## config.mk

```make
export PLATFORM = sky130hd
export DESIGN_NAME = param_add_accum
export DESIGN_NICKNAME = d
export VERILOG_FILES = /design/src/rtl/param_add_accum.sv
export SDC_FILE = /design/constraint.sdc
export NUM_CORES = 1
export LEC_CHECK = 0
export CELL_PAD_IN_SITES_DETAIL_PLACEMENT = 0
export CELL_PAD_IN_SITES_GLOBAL_PLACEMENT = 1
export CORE_MARGIN = 2
export CORE_UTILIZATION = 36
export CTS_BUF_LIST = sky130_fd_sc_hd__clkbuf_16
export CTS_CLUSTER_SIZE = 8
export DETAILED_ROUTE_END_ITERATION = 8
export GPL_ROUTABILITY_DRIVEN = 0
export PLACE_DENSITY_LB_ADDON = 0.1
export SLEW_MARGIN = 20
export SYNTH_ARGS = -nofsm -noshare
export SYNTH_HDL_FRONTEND = slang
export SYNTH_SLANG_ARGS = --single-unit
```

## constraint.sdc

```tcl
create_clock -name clk -period 2.4 [get_ports clk]
set_input_delay 0.24 -clock clk [delete_from_list [all_inputs] [get_ports clk]]
set_output_delay 0.24 -clock clk [all_outputs]
set_load 0.02 [all_outputs]
```

## src/rtl/param_add_accum.sv

```systemverilog
// Registered add/sub/accumulate unit with valid/ready on both sides and an accepted-op counter.
// Define SAT_ARITH_EN to saturate ADD/ACC overflow to all-ones and SUB underflow to zero.
module param_add_accum #(
  parameter int WIDTH = 4,
  parameter int CNT_W = 8
) (
  input  logic             clk,
  input  logic             reset,
  input  logic             in_valid,
  output logic             in_ready,
  input  logic [WIDTH-1:0] in_a,
  input  logic [WIDTH-1:0] in_b,
  input  logic [1:0]       in_op,
  output logic             out_valid,
  input  logic             out_ready,
  output logic [WIDTH-1:0] out_result,
  output logic             out_carry,
  output logic             out_zero,
  output logic [CNT_W-1:0] op_count
);

  localparam logic [1:0] OP_ADD = 2'b00;
  localparam logic [1:0] OP_SUB = 2'b01;
  localparam logic [1:0] OP_ACC = 2'b10;
  localparam logic [1:0] OP_CLR = 2'b11;
  localparam logic [CNT_W-1:0] CNT_ONE = {{(CNT_W-1){1'b0}}, 1'b1};

  typedef enum logic {EMPTY = 1'b0, FULL = 1'b1} state_t;

  state_t           state;
  logic [WIDTH-1:0] acc;
  logic             accept;
  logic [WIDTH:0]   raw;
  logic [WIDTH-1:0] res;
  logic             carry;

`ifdef SAT_ARITH_EN
  // Bit WIDTH of the raw sum is carry for ADD/ACC and borrow for SUB.
  function automatic logic [WIDTH-1:0] sat_result(input logic [WIDTH:0] r, input logic [1:0] op);
    if (!r[WIDTH])
      return r[WIDTH-1:0];
    if (op == OP_SUB || op == OP_CLR)
      return '0;
    return '1;
  endfunction
`endif

  assign out_valid = (state == FULL);
  assign in_ready  = ~out_valid | out_ready;
  assign accept    = in_valid & in_ready;

  always_comb begin
    raw = '0;
    case (in_op)
      OP_ADD:  raw = {1'b0, in_a} + {1'b0, in_b};
      OP_SUB:  raw = {1'b0, in_a} - {1'b0, in_b};
      OP_ACC:  raw = {1'b0, acc} + {1'b0, in_a};
      default: raw = '0;
    endcase
    carry = raw[WIDTH];
`ifdef SAT_ARITH_EN
    res = sat_result(raw, in_op);
`else
    res = raw[WIDTH-1:0];
`endif
  end

  // Output register stage: load on accept, drain on out_ready with no new accept.
  always_ff @(posedge clk or posedge reset) begin
    if (reset) begin
      state      <= EMPTY;
      out_result <= '0;
      out_carry  <= 1'b0;
      out_zero   <= 1'b1;
      acc        <= '0;
      op_count   <= '0;
    end else begin
      case (state)
        EMPTY: if (accept) state <= FULL;
        FULL:  if (out_ready && !accept) state <= EMPTY;
        default: state <= EMPTY;
      endcase
      if (accept) begin
        out_result <= res;
        out_carry  <= carry;
        out_zero   <= (res == '0);
        op_count   <= op_count + CNT_ONE;
        if (in_op == OP_ACC)
          acc <= res;
        else if (in_op == OP_CLR)
          acc <= '0;
      end
    end
  end

endmodule

```

==> flow_metrics.tcl <==
set metrics [dict create \
    path_cells "dlygate4sd2_1, inv_1, ha_2, inv_1, o31a_1, o22ai_1, ha_1, buf_4, nor4_2, a311oi_2, and3_4, o21ai_2" \
    syn_inst 113 \
    finClkSkew_ps 5.19 \
    p_total_uw 1380 \
    tightest_slew_ps 714 \
    die_area_sq_um 3590 \
    cp.depth 12 \
    cp_top_family "compound AO/OA/AOI/OAI gates" \
    clockPowerShare_pct 24.5 \
    nets 181 \
    drc_errors 0 \
    p_int_uw 926 \
    synth_edf_count 0 \
    grt_pass1_vias 907 \
    crit_required_ps 2580 \
    area_growth_pct 50.7 \
    critPathMaxFanout 5 \
    cpPeakStageDelay_ps 280 \
    rows 20 \
    yosys_warnings 0 \
    num_antenna_cells 0 \
    ctsHtreeMaxLevel 1 \
    power_density_nw_per_um2 814 \
    synth-seq-cells 19 \
    detailed_place.area_sq_um 1520 \
    seqPwrFrac_pct 34.5 \
    die_x_um 59.9 \
    viasPerCell 5.01 \
    clk_path_buf_depth 2 \
    crit_type "in2reg" \
    final_cell_area_sq_um 1700 \
    die_h_um 59.9 \
    io_pins 30 \
    start_util_pct 37.5 \
    p_sw_uw 455 \
    p_leak_uw 0.000758 \
    antenna_left 0 \
    slew_violations 0 \
    slowest_stage "dlygate4sd2_1" \
    yosys.area.top_type "dfrtp_1" \
    n_fill_cell 268 \
    vias 947 \
    grt-ovfl-total 0 \
    grt_use_total_pct 15.2 \
    cts_num_sinks 19 \
    period_share_pct 92.8 \
    dp_hpwl_mm 1.87 \
    vdd_drop_max_v 0.000315 \
    drt_wl_total_mm 2.41 \
    path_common_cell "inv_1" \
    io_buffer_count 29 \
    cp.arrival_ps 2410 \
    yosys.cell_types.count 31 \
    hp-class "in2async" \
    grt_max_degree 20 \
    clkTransAtPathRegs_ps 60 \
    cts_tree "yes" \
    max_freq_mhz 449 \
    status "finished clean" \
    synthDominantCellAreaShare_pct 40.0 \
    finalSetupViolations 0 \
    clk_latency_ps 250 \
    hold_viol 0 \
    setup.worst_path.end_class "register" \
    synthTopCellsByArea "dfrtp_1 40%, ha_1 10%, xnor2_1 7.8%" \
    crit_buf_inv 4 \
    first_iter_violations 36 \
    power_frac_comb_pct 40.9 \
    seq_area_frac_synth_pct 42.3 \
    firstDrtPassIters 3 \
    syn-mean-instance-area_sq_um 9.97 \
    yosys_most_used_dff "dfrtp_1" \
    slew-limit-headroom_pct 52.4 \
    postSynth.asyncResetShare_pct 100 \
    clockRootBuffer "clkbuf_16" \
    synth_commonest_cells "18 x dfrtp_1, 14 x nand2_1, 10 x xnor2_1" \
    rr_worst_depth 7 \
    wl_per_cell_um 12.7 \
    yosysMostFrequentCell "dfrtp_1" \
    antenna_found_initial 0 \
    synthesis.area_sq_um 1130 \
    core_sq_um 3000 \
    synthesis.nets 137 \
    grt_pass1_wl_mm 4.04 \
    worst_setup_path_start_kind "input pin" \
    post-route-min-period_ps 2230 \
    cts_buffers 3 \
    rsz0062_at_grt "no" \
    drive_gt1_share_pct 21.8 \
    sw_frac_of_total_pct 33.0 \
    cap_violations 0 \
    cts_hold_buf 0 \
]
-- logic make-up (layout without fill, tap and decap cells) --
group                      count (synthesis)  count (layout)  share of synthesized area, %
adders and majority gates                 10              10                          11.8
buffers and inverters                     11              54                          5.00
AOI/OAI and AO/OA                         26              26                          16.1
and+or+nand+nor                           37              37                          17.0
xor gates and xnor gates                  10              10                          7.78
DFF                                       19              19                          42.3
-- per-stage QoR --
step / worst slack (ps) / hold WS (ps) / cells / setup TNS [ps] / utilization (%)
final: 173 / 407 / 189 / 0 / 56.5
after global routing: 7.96 / 484 / 189 / 0 / 56.5
after CTS: 4.05 / 443 / 189 / 0 / 55.2
after detailed placement: -478 / 464 / 184 / -2240 / 50.7
after global placement: -429 / 453 / 184 / -2000 / 50.7
after floorplan: 99.5 / 190 / 113 / 0 / -
-- cells in the final DEF (no fill, tap or decap), types with 4 or more instances in the layout --
cell type / count
buf_4: 13
ha_1: 4
inv_1: 6
clkdlybuf4s50_1: 25
a21oi_1: 4
xnor2_1: 9
a22o_1: 5
dfrtp_1: 18
nand2_1: 14
-- area by class of cell --
cell class	count	area [sq um]	area share, %
inverter	8	30.0	1.77
multi-input combinational	83	678	40.0
tap	33	41.3	2.43
clock buffer	3	75.1	4.42
sequential	19	477	28.1
timing repair buffer	42	390	23.0
clock inverter	1	5.00	0.295
-- power groups by stage --
stage,logic [uW],registers [uW],clock network [uW]
after CTS,554,478,347
final,566,477,339
after global placement,524,479,0
after floorplan,210,559,0
after detailed placement,532,483,0
after global routing,614,493,363
-- sequential cells by signal, indices dropped and copies added, names as in the netlist --
name        flops
out_zero        1
op_count        8
out_carry       1
out_result      4
out_valid       1
acc             4
-- per-layer routing --
metal	GRT usage, %	up-vias	wire length [um]
li1	-	488	-
met1	19.4	437	1120
met2	25.3	20	1180
met3	1.52	2	76
met4	7.62	0	27
met5	0	-	0
-- path summary, 6_finish.rpt --
check | startpoint | endpoint | slack (ps)
worst max-delay path | in_op[1] | out_zero | 170
worst min-delay path | reset | op_count[0] | 410
worst max register to register | acc[1] | out_zero | 400
worst min register to register | out_result[1] | out_result[1] | 470
max in group asynchronous | reset | acc[2] | 1540
min in group clk | out_result[1] | out_result[1] | 470
-- what timing repair did --
item | CTS | global route
resized for setup | 13 | 9
buffers inserted | 1 | 0
setup endpoints to repair | 5 | 4
pin swaps | 5 | 1
(Power assumes the default switching activity.)
